===== src/rtl/config_sequencer.sv =====
// Config sequencer: reads a table of words from a registered ROM and offers each one
// to a downstream writer over a valid/ready handshake. Define CFG_SEQ_TIMEOUT_EN to
// add a handshake watchdog.
module config_sequencer #(
  parameter int NUM_WORDS      = 8,
  parameter int ADDR_W         = 8,
  parameter int DATA_W         = 24,
  parameter int SETTLE_CYCLES  = 50,
  parameter int TIMEOUT_CYCLES = 1000
) (
  input  logic              clk,
  input  logic              reset,
  input  logic              start,
  output logic [ADDR_W-1:0] rom_addr,
  input  logic [DATA_W-1:0] rom_data,
  output logic [DATA_W-1:0] wr_data,
  output logic              wr_valid,
  input  logic              wr_ready,
  output logic              busy,
  output logic              done,
  output logic              error
);

  if (NUM_WORDS < 1 || NUM_WORDS > 256 || SETTLE_CYCLES < 0 || TIMEOUT_CYCLES < 1 ||
      (NUM_WORDS > 1 && $clog2(NUM_WORDS) > ADDR_W)) begin : g_bad_params
    $error("config_sequencer: illegal parameter combination");
  end

  // A settle of 0 or 1 cycles both collapse to a single SETTLE cycle.
  localparam int SET_W = (SETTLE_CYCLES > 1) ? $clog2(SETTLE_CYCLES) : 1;
  localparam logic [SET_W-1:0]  SETTLE_LAST = (SETTLE_CYCLES > 1) ? SET_W'(SETTLE_CYCLES - 1) : '0;
  localparam logic [ADDR_W-1:0] LAST_IDX    = ADDR_W'(NUM_WORDS - 1);

  typedef enum logic [2:0] {
    IDLE, FETCH, LOAD, REQ, SETTLE, DONE, ERROR
  } state_t;

  state_t            state_q, state_d;
  logic [ADDR_W-1:0] idx_q, idx_d;
  logic [SET_W-1:0]  settle_cnt_q, settle_cnt_d;
  logic [ADDR_W-1:0] rom_addr_q, rom_addr_d;
  logic [DATA_W-1:0] wr_data_q, wr_data_d;
  logic              wr_valid_q, wr_valid_d;
  logic              busy_q, busy_d;
  logic              done_q, done_d;

`ifdef CFG_SEQ_TIMEOUT_EN
  localparam int TO_W = (TIMEOUT_CYCLES > 1) ? $clog2(TIMEOUT_CYCLES) : 1;
  localparam logic [TO_W-1:0] TO_LAST = TO_W'(TIMEOUT_CYCLES - 1);

  logic [TO_W-1:0] to_cnt_q, to_cnt_d;
  logic            error_q, error_d;
`endif

  always_comb begin
    state_d      = state_q;
    idx_d        = idx_q;
    settle_cnt_d = settle_cnt_q;
    rom_addr_d   = rom_addr_q;
    wr_data_d    = wr_data_q;
    wr_valid_d   = wr_valid_q;
    busy_d       = busy_q;
    done_d       = done_q;
`ifdef CFG_SEQ_TIMEOUT_EN
    to_cnt_d     = to_cnt_q;
    error_d      = error_q;
`endif

    case (state_q)
      // busy is low only in these three states, so start is ignored elsewhere.
      IDLE, DONE, ERROR: begin
        if (start) begin
          idx_d      = '0;
          rom_addr_d = '0;
          done_d     = 1'b0;
          busy_d     = 1'b1;
`ifdef CFG_SEQ_TIMEOUT_EN
          error_d    = 1'b0;
`endif
          state_d    = FETCH;
        end
      end
      FETCH: begin
        state_d = LOAD;
      end
      LOAD: begin
        wr_data_d  = rom_data;
        wr_valid_d = 1'b1;
`ifdef CFG_SEQ_TIMEOUT_EN
        to_cnt_d   = '0;
`endif
        state_d    = REQ;
      end
      REQ: begin
        // wr_valid is always high in REQ, so wr_ready alone completes the handshake.
        if (wr_ready) begin
          wr_valid_d   = 1'b0;
          settle_cnt_d = '0;
          state_d      = SETTLE;
        end
`ifdef CFG_SEQ_TIMEOUT_EN
        else if (to_cnt_q == TO_LAST) begin
          wr_valid_d = 1'b0;
          busy_d     = 1'b0;
          done_d     = 1'b0;
          error_d    = 1'b1;
          state_d    = ERROR;
        end else begin
          to_cnt_d = to_cnt_q + 1'b1;
        end
`endif
      end
      SETTLE: begin
        if (settle_cnt_q == SETTLE_LAST) begin
          if (idx_q == LAST_IDX) begin
            done_d  = 1'b1;
            busy_d  = 1'b0;
            state_d = DONE;
          end else begin
            idx_d      = idx_q + 1'b1;
            rom_addr_d = idx_q + 1'b1;
            state_d    = FETCH;
          end
        end else begin
          settle_cnt_d = settle_cnt_q + 1'b1;
        end
      end
      default: begin
        state_d = IDLE;
      end
    endcase
  end

  always_ff @(posedge clk or posedge reset) begin
    if (reset) begin
      state_q      <= IDLE;
      idx_q        <= '0;
      settle_cnt_q <= '0;
      rom_addr_q   <= '0;
      wr_data_q    <= '0;
      wr_valid_q   <= 1'b0;
      busy_q       <= 1'b0;
      done_q       <= 1'b0;
    end else begin
      state_q      <= state_d;
      idx_q        <= idx_d;
      settle_cnt_q <= settle_cnt_d;
      rom_addr_q   <= rom_addr_d;
      wr_data_q    <= wr_data_d;
      wr_valid_q   <= wr_valid_d;
      busy_q       <= busy_d;
      done_q       <= done_d;
    end
  end

`ifdef CFG_SEQ_TIMEOUT_EN
  always_ff @(posedge clk or posedge reset) begin
    if (reset) begin
      to_cnt_q <= '0;
      error_q  <= 1'b0;
    end else begin
      to_cnt_q <= to_cnt_d;
      error_q  <= error_d;
    end
  end

  assign error = error_q;
`else
  assign error = 1'b0;
`endif

  assign rom_addr = rom_addr_q;
  assign wr_data  = wr_data_q;
  assign wr_valid = wr_valid_q;
  assign busy     = busy_q;
  assign done     = done_q;

endmodule


===== config.mk =====
export PLATFORM = sky130hd
export DESIGN_NAME = config_sequencer
export DESIGN_NICKNAME = d
export VERILOG_FILES = /design/src/rtl/config_sequencer.sv
export SDC_FILE = /design/constraint.sdc
export NUM_CORES = 1
export LEC_CHECK = 0
export ABC_CLOCK_PERIOD_IN_PS = 2450
export BUFFER_PORTS_ARGS = -buffer_cell sky130_fd_sc_hd__clkbuf_2
export CAP_MARGIN = 20
export CORE_MARGIN = 10
export CORE_UTILIZATION = 46
export DETAILED_ROUTE_END_ITERATION = 6
export PLACE_DENSITY = 0.72
export SLEW_MARGIN = 15
export SYNTH_ARGS = -nofsm -noshare
export SYNTH_HDL_FRONTEND = slang
export SYNTH_SLANG_ARGS = --single-unit

===== constraint.sdc =====
create_clock -name clk -period 2.45 [get_ports clk]
set_input_delay 0.1225 -clock clk [delete_from_list [all_inputs] [get_ports clk]]
set_output_delay 0.1225 -clock clk [all_outputs]
set_load 0.03 [all_outputs]

==> impl_metrics.toml, run 1 <==
[detailed_routing]
drc = 0
wl_per_cell_um = 15.6
route.antenna.remaining_nets = 0
via_per_inst = 5.31
via_count = 1572
drt_iter0_drc = 42
routed_wl_um = 4610
firstDrtPassIters = 4

[timing]
max-slew-margin-rel_pct = 39.9
finalSetupTns_ns = 0
rsz0062_at_grt = "no"
finalCritPeriodShare_pct = 82.6
setup_violations = 0
whs_ns = 0.0522
hold_viol = 0
fmax_mhz = 494
maxSlewViolCount = 0
tightestPinTransition_ns = 0.896
finalClockSkew_ns = 0.00340
fin_crit_ns = 2.02

[synthesis]
synth_flop_cell = "dfrtp_1"
yosys_warnings = 0
ys_types = 48
async_flop_share_pct = 100
synth_edf_count = 0
synth_nets = 210
avgSynthCellArea_um2 = 11.8
ys_seq_area_share_pct = 52.0
syn-cell-area_um2 = 2120
ys_ff_latch = 44
syn_inst = 179

[final_layout]
layout-drive-gt1-share_pct = 47.5
diodes = 0
fillerInstances = 348
area_delta_synth_final_pct = 21.5
fin_nets = 274

[floorplanning]
die_w_um = 87.8
rows = 24
ioPinCount = 64
die_area_um2 = 7710
dieHeight_um = 87.8
start_util_pct = 47.9
core_area_um2 = 4410

[clock_tree]
cts_root_buf = "clkbuf_8"
numCtsBuffers = 5
cts-resized-gates = 0
path_clk_slew_ns = 0.08
htree_levels = 2
cts_tree = "yes"
insertion_delay_ns = 0.29
cts_buffer_depth = 2
clkSinkCount = 44

[outcome]
status = "completed"

[global_route]
grt_pass1_wl_um = 7760
antenna_found_initial = 0
gr-total-overflow = 0
grt_pass1_vias = 1686
grt_max_degree = 26
grt_usage_pct = 12.5

[min_path]
holdPathStages = 2
min_from = "rom_data[0]"
hold_path_end = "wr_data[0]"
hp-class = "in2reg"

[worst_setup_path]
reg2reg_slack_ns = 0.43
cp-start-kind = "register"
worst-setup-path-type = "reg2reg"
r2r-end = "rom_addr[2]"
timing.rr.start = "rom_addr[0]"
setup.worst_path.end_class = "register"
crit_fanout = 15
arrival_ns = 2.20
reg2regPathDepth = 7
cp_data_required_time_ns = 2.63

[power]
power_leakage_uw = 0.00124
power_density_nw_per_um2 = 1240
ir_drop_v = 0.000733

[job]
maxCapViolations = 0

[place]
place_congestion = 0.830
port_buffers = 62
place_hpwl_um = 3480
[cell usage in the layout, fill, tap and decap left out, drive strengths merged, types with 2 or more instances in the layout]
cell and n:
a41oi 2, a21oi 9, buf 3, ha 3
a22o 2, o21ai 10, inv 3, nand2 15
o21a 2, and3 4, nand2b 2, or2 2
nor2 12, clkinv 2, a31oi 3, and4 2
mux2 25, a211o 2, nand3 5, dfrtp 44
nand4 3, nor2b 2, clkbuf 68, nor3 3
[worst max path at each step]
stage | depth (start not counted) | slack [ns] | endpoint | from
after floorplan | 7 | 0.52 | rom_addr[6] | rom_addr[1]
after global placement | 7 | 0.51 | rom_addr[2] | rom_addr[0]
after detailed placement | 7 | 0.44 | rom_addr[2] | rom_addr[0]
after CTS | 7 | 0.42 | rom_addr[2] | rom_addr[0]
after global routing | 7 | 0.29 | rom_addr[2] | rom_addr[0]
final | 7 | 0.43 | rom_addr[2] | rom_addr[0]
[cells by family after synthesis]
family / count (synthesis) / share of synthesized area [%]
and+or+nand+nor: 55 / 15.8
DFF: 44 / 52.0
AOI/OAI and AO/OA: 36 / 11.8
muxes: 26 / 13.8
buffers and inverters: 13 / 4.26
adders and majority gates: 3 / 1.77
other: 1 / 0.177
xor gates and xnor gates: 1 / 0.414
[stage by stage]
step	utilization (%)	setup WS [ns]	total power [µW]	instance area, µm²	instances
floorplan	-	0.519	2260	2120	179
global placement	55.2	0.513	2600	2440	287
detailed placement	55.2	0.441	2630	2440	287
CTS	58.2	0.424	3220	2570	296
global route	58.2	0.293	3390	2570	296
finish	58.2	0.426	3170	2570	296
[cell usage after synthesis (all sizes together) (2+ instances only)]
master   n  area, µm²
dfrtp   44       1100
mux2    25        282
nand2   15       56.3
nor2    12       47.6
o21ai   10       50.0
a21oi    9       45.0
buf      9       75.1
nand3    5       25.0
and3     4       27.5
inv      4       15.0
a31oi    3       18.8
ha       3       37.5
nand4    3       40.0
nor3     3       20.0
a211o    2       17.5
a22o     2       20.0
a41oi    2       25.0
and4     2       20.0
nand2b   2       20.0
nor2b    2       20.0
o21a     2       15.0
or2      2       12.5
[power by group]
| group | switching, µW | total, µW | internal [µW] |
|---|---|---|---|
| Sequential | 200 | 1190 | 993 |
| Combinational | 868 | 1400 | 535 |
| Clock | 246 | 579 | 333 |
| Total | 1310 | 3170 | 1860 |
[state kept, by name, indices dropped and copies added, names as in the netlist]
register,cells
busy,1
done,1
rom_addr,8
settle_cnt_q,6
state_q,3
wr_data,24
wr_valid,1
[routing by layer]
metal | track usage, % | routed length [µm]
met1 | 14.7 | 1970
met2 | 17.3 | 1970
met3 | 9.10 | 627
met4 | 3.91 | 45
met5 | 0 | 0
[repair_timing]
| action | 4_1_cts | 5_1_grt |
|---|---|---|
| buffers inserted | 0 | 0 |
| endpoints found under the setup margin | 0 | 0 |
| hold buffers | 1 | 0 |
| hold endpoints to repair | 24 | 0 |
[final cells by class]
type	count	area [µm²]	area share [%]
Clock inverter	2	38.8	1.51
Multi-Input combinational cell	122	925	36.0
Clock buffer	6	82.6	3.21
Tap cell	52	65.1	2.53
Inverter	4	15.0	0.584
Timing Repair Buffer	66	343	13.3
Sequential cell	44	1100	42.8
[worst max-delay path: stages, from the launching register on]
cell	delay (ns)
dfrtp_1	0.43
ha_1	0.31
nand4bb_1	0.15
nor4_2	0.28
nor3_2	0.08
buf_4	0.19
and3_2	0.20
a211o_1	0.26
(Power assumes the default switching activity.)
==> run 2, diff against run 1 <==
ABC_CLOCK_PERIOD_IN_PS = 1900   (was 2450)
clock period = 1.9 ns   (was 2.45 ns; I/O delays follow)
==> impl_metrics.toml, run 2 (synthesized netlist as in run 1, its figures left out) <==
[detailed_routing]
firstDrtPassIters = 4
routed_wl_um = 4850
via_count = 1637
wl_per_cell_um = 15.8
drc = 0
drt_iter0_drc = 63
route.antenna.remaining_nets = 0
via_per_inst = 5.33

[final_layout]
seqCellArea_um2 = 1100
layout-drive-gt1-share_pct = 50.2
finalNonFillerCells = 307
final_cell_mix = "clkbuf_2 (62), dfrtp_1 (42), mux2_2 (25)"
largest_reg_flops = 24
design_area_um2 = 2670
diodes = 0
layout_commonest_cell = "clkbuf_2"
utilization_pct = 60.4
fillerInstances = 377
fin_nets = 285
area_delta_synth_final_pct = 26.0
multi_input_area_um2 = 925

[clock_tree]
cts_root_buf = "clkbuf_8"
insertion_delay_ns = 0.30
path_clk_slew_ns = 0.08
cts_tree = "yes"
htree_levels = 2
holdBufCountCts = 1
cts_setup_buffers = 0
cts-resized-gates = 0
numCtsBuffers = 5
cts_buffer_depth = 2
clkSinkCount = 44

[timing]
fmax_mhz = 572
tightestPinTransition_ns = 0.648
hold_viol = 0
layout_setup_ws_ns = 0.151
finalClockSkew_ns = 0.00558
finalSetupTns_ns = 0
max-slew-margin-rel_pct = 56.5
fin_crit_ns = 1.75
finalCritPeriodShare_pct = 92.0
maxSlewViolCount = 0
setup_violations = 0
rsz0062_at_grt = "no"

[worst_setup_path]
arrival_ns = 1.94
setup.worst_path.end_class = "register"
cp_data_required_time_ns = 2.09
worst-setup-path-type = "reg2reg"
cp-start-kind = "register"
crit_fanout = 7

[power]
power_density_nw_per_um2 = 1560
power_leakage_uw = 0.00129
ir_drop_v = 0.000910

[global_route]
gr-total-overflow = 0
grt_pass1_wl_um = 8190
grt_pass1_vias = 1719
grt_usage_pct = 13.2
antenna_found_initial = 0
grt_max_degree = 29

[place]
detailed_place.area_um2 = 2550
place_congestion = 0.814
port_buffers = 62
place_hpwl_um = 3720
pre_cts_slack_ns = 0.167
dp.cells = 298

[floorplanning]
ioPinCount = 64
dieHeight_um = 87.8
core_area_um2 = 4410
start_util_pct = 47.9
die_w_um = 87.8
rows = 24
die_area_um2 = 7710

[job]
maxCapViolations = 0

[min_path]
hp-class = "in2reg"

[outcome]
status = "completed"
==> run 2: cell types whose count changed in the layout (fill, tap and decap cells not counted) <==
cell and change:
buf_4 +9, buf_12 +2, dfrtp_1 -2, dfrtp_2 +2
clkbuf_1 +1, clkbuf_8 -1, clkinv_2 +1, clkinv_4 -1
==> run 2: per-stage QoR <==
step / hold WS, ns / power [µW]
6_report: 0.0281 / 4160
5_1_grt: 0.0132 / 4440
4_1_cts: 0.0179 / 4210
3_5_place_dp: 0.117 / 3500
3_3_place_gp: 0.115 / 3460
2_1_floorplan: 0.247 / 2920
==> run 2: path summary, 6_finish.rpt <==
path | cells past startpoint | to | slack [ns] | from
setup reg to reg | 7 | rom_addr[2] | 0.15 | rom_addr[0]
hold reg to reg | 1 | wr_valid | 0.49 | wr_valid
max in group asynchronous | 4 | wr_valid | 1.04 | reset
setup / recovery | 7 | rom_addr[2] | 0.15 | rom_addr[0]
min in group asynchronous | 3 | rom_addr[7] | 0.36 | reset
hold / removal | 2 | wr_data[20] | 0.03 | rom_data[20]
==> run 2: worst max-delay path: stages, from the launching register on <==
cell,delay [ns]
dfrtp_2,0.42
ha_1,0.18
nand4bb_1,0.11
nor4_2,0.23
nor3_2,0.09
buf_4,0.16
and3_2,0.19
a211o_1,0.26
==> run 2: final cells by class <==
| cell class | instances | area share [%] |
|---|---|---|
| clock buffers | 6 | 2.72 |
| multi-input cells | 122 | 34.7 |
| inverters | 4 | 0.563 |
| flip-flops and latches | 44 | 41.4 |
| well taps | 52 | 2.44 |
| repair buffers | 77 | 16.9 |
| clock inverters | 2 | 1.31 |
==> run 2: per-layer routing <==
layer / part of all wire (%) / GRT usage [%]
met1: 41 / 15.4
met2: 47 / 20.0
met3: 11 / 7.43
met4: 0.58 / 4.35
met5: 0 / 0
==> run 2: power breakdown <==
part / internal (µW) / switching, µW
sequential: 1280 / 210
clock: 390 / 314
combinational: 773 / 1190
==> run 3, diff against run 2 <==
CTS_BUF_LIST = sky130_fd_sc_hd__clkbuf_16   (was not set)
==> impl_metrics.toml, run 3 (synthesized netlist as in run 1, its figures left out) <==
[outcome]
status = "completed"

[clock_tree]
insertion_delay_ns = 0.28
cts_buffer_depth = 2
path_clk_slew_ns = 0.06
cts_setup_buffers = 0
clkSinkCount = 44
cts_tree = "yes"
htree_levels = 2
numCtsBuffers = 5
cts_root_buf = "clkbuf_16"

[min_path]
holdPathStages = 2
hold_path_end = "wr_data[8]"
hp-class = "in2reg"
min_from = "rom_data[8]"

[place]
port_buffers = 62
place_congestion = 0.814
place_hpwl_um = 3720

[timing]
finalClockSkew_ns = 0.00361
maxSlewViolCount = 0
fin_crit_ns = 1.73
finalSetupTns_ns = 0
fmax_mhz = 578
tightestPinTransition_ns = 0.644
hold_viol = 0
setup_violations = 0
max-slew-margin-rel_pct = 56.8
finalCritPeriodShare_pct = 91.1
rsz0062_at_grt = "no"

[power]
power_density_nw_per_um2 = 1620
power_leakage_uw = 0.00132
ir_drop_v = 0.000982

[worst_setup_path]
worst-setup-path-type = "reg2reg"
path_buf_inv = 1
crit_chain = "ha_1 > nand4bb_1 > nor4_2 > nor3_2 > buf_4 > and3_2 > a211o_1"
r2r-end = "rom_addr[2]"
cp_data_required_time_ns = 2.07
critical-path-max-stage-delay_ns = 0.41
crit_fanout = 7
timing.rr.start = "rom_addr[0]"
reg2reg_slack_ns = 0.17
setup.worst_path.end_class = "register"
critPathTopFamily = "simple AND/OR/NAND/NOR gates"
cp-start-kind = "register"
slowest_stage = "dfrtp_2"
arrival_ns = 1.90
reg2regPathDepth = 7

[job]
maxCapViolations = 0

[detailed_routing]
routed_wl_um = 4880
drt_iter0_drc = 60
drc = 0
wl_met2_um = 2210
route.antenna.remaining_nets = 0
route.met3.wl_um = 506
via_per_inst = 5.30
highest_layer = "met4"
firstDrtPassIters = 4
wl_per_cell_um = 15.9
wl_met1_um = 2130
via_count = 1628

[floorplanning]
die_area_um2 = 7710
dieHeight_um = 87.8
start_util_pct = 47.9
ioPinCount = 64
core_area_um2 = 4410
rows = 24
die_w_um = 87.8

[final_layout]
layout-drive-gt1-share_pct = 50.2
seqCellArea_um2 = 1100
final_cell_mix = "clkbuf_2 (62), dfrtp_1 (42), mux2_2 (25)"
multi_input_area_um2 = 925
diodes = 0
fin_nets = 285
utilization_pct = 61.7
layout_commonest_cell = "clkbuf_2"
fillerInstances = 366
largest_reg_flops = 24
area_delta_synth_final_pct = 28.7

[global_route]
antenna_found_initial = 0
grt_pass1_wl_um = 8200
grt_pass1_vias = 1712
gr-total-overflow = 0
grt_usage_pct = 13.1
grt_max_degree = 29
[run 3: cell count changes in the layout (fill, tap and decap cells not counted)]
cell       change
clkbuf_1       -1
clkbuf_16      +5
clkbuf_8       -5
inv_1          +1
[run 3: timing repair]
item / CTS / global route
hold endpoints to repair: 16 / 0
hold buffers: 1 / 0
gates resized for setup: 0 / 0
[run 3: worst max path at each step]
stage,start,to,slack [ns],cells past startpoint
after detailed placement,rom_addr[0],rom_addr[2],0.17,7
after floorplan,rom_addr[0],rom_addr[5],0.07,7
after global placement,rom_addr[0],rom_addr[2],0.21,7
after CTS,rom_addr[0],rom_addr[2],0.16,7
final,rom_addr[0],rom_addr[2],0.17,7
after global routing,state_q[0],rom_addr[0],0.03,4
[run 3: final cells by class]
class	count	area share, %
clock buffer	5	4.60
clock inverter	3	1.42
inverter	4	0.551
multi-input combinational	122	34.0
sequential	44	40.5
tap	52	2.39
timing repair buffer	77	16.5
[run 3: per-layer routing]
layer	track usage, %	up-vias
li1	-	799
met1	15.5	777
met2	20.0	50
met3	6.78	2
met4	4.35	0
met5	0	-
[run 3: power by group]
group	total, µW	switching, µW	leakage, µW	internal [µW]
Combinational	1960	1190	0.000696	773
Sequential	1490	211	0.000542	1280
Clock	957	344	0.0000850	613
Total	4410	1740	0.00132	2670
[run 3: through the flow]
stage / total power, µW / instance area [µm²] / hold slack [ns] / instances / setup slack [ns]
final: 4410 / 2720 / 0.0442 / 307 / 0.169
after global routing: 4690 / 2720 / 0.0404 / 307 / 0.0329
after CTS: 4470 / 2720 / 0.0382 / 307 / 0.162
after detailed placement: 3500 / 2550 / 0.117 / 298 / 0.167
after global placement: 3460 / 2550 / 0.115 / 298 / 0.207
after floorplan: 2920 / 2120 / 0.247 / 179 / 0.0656
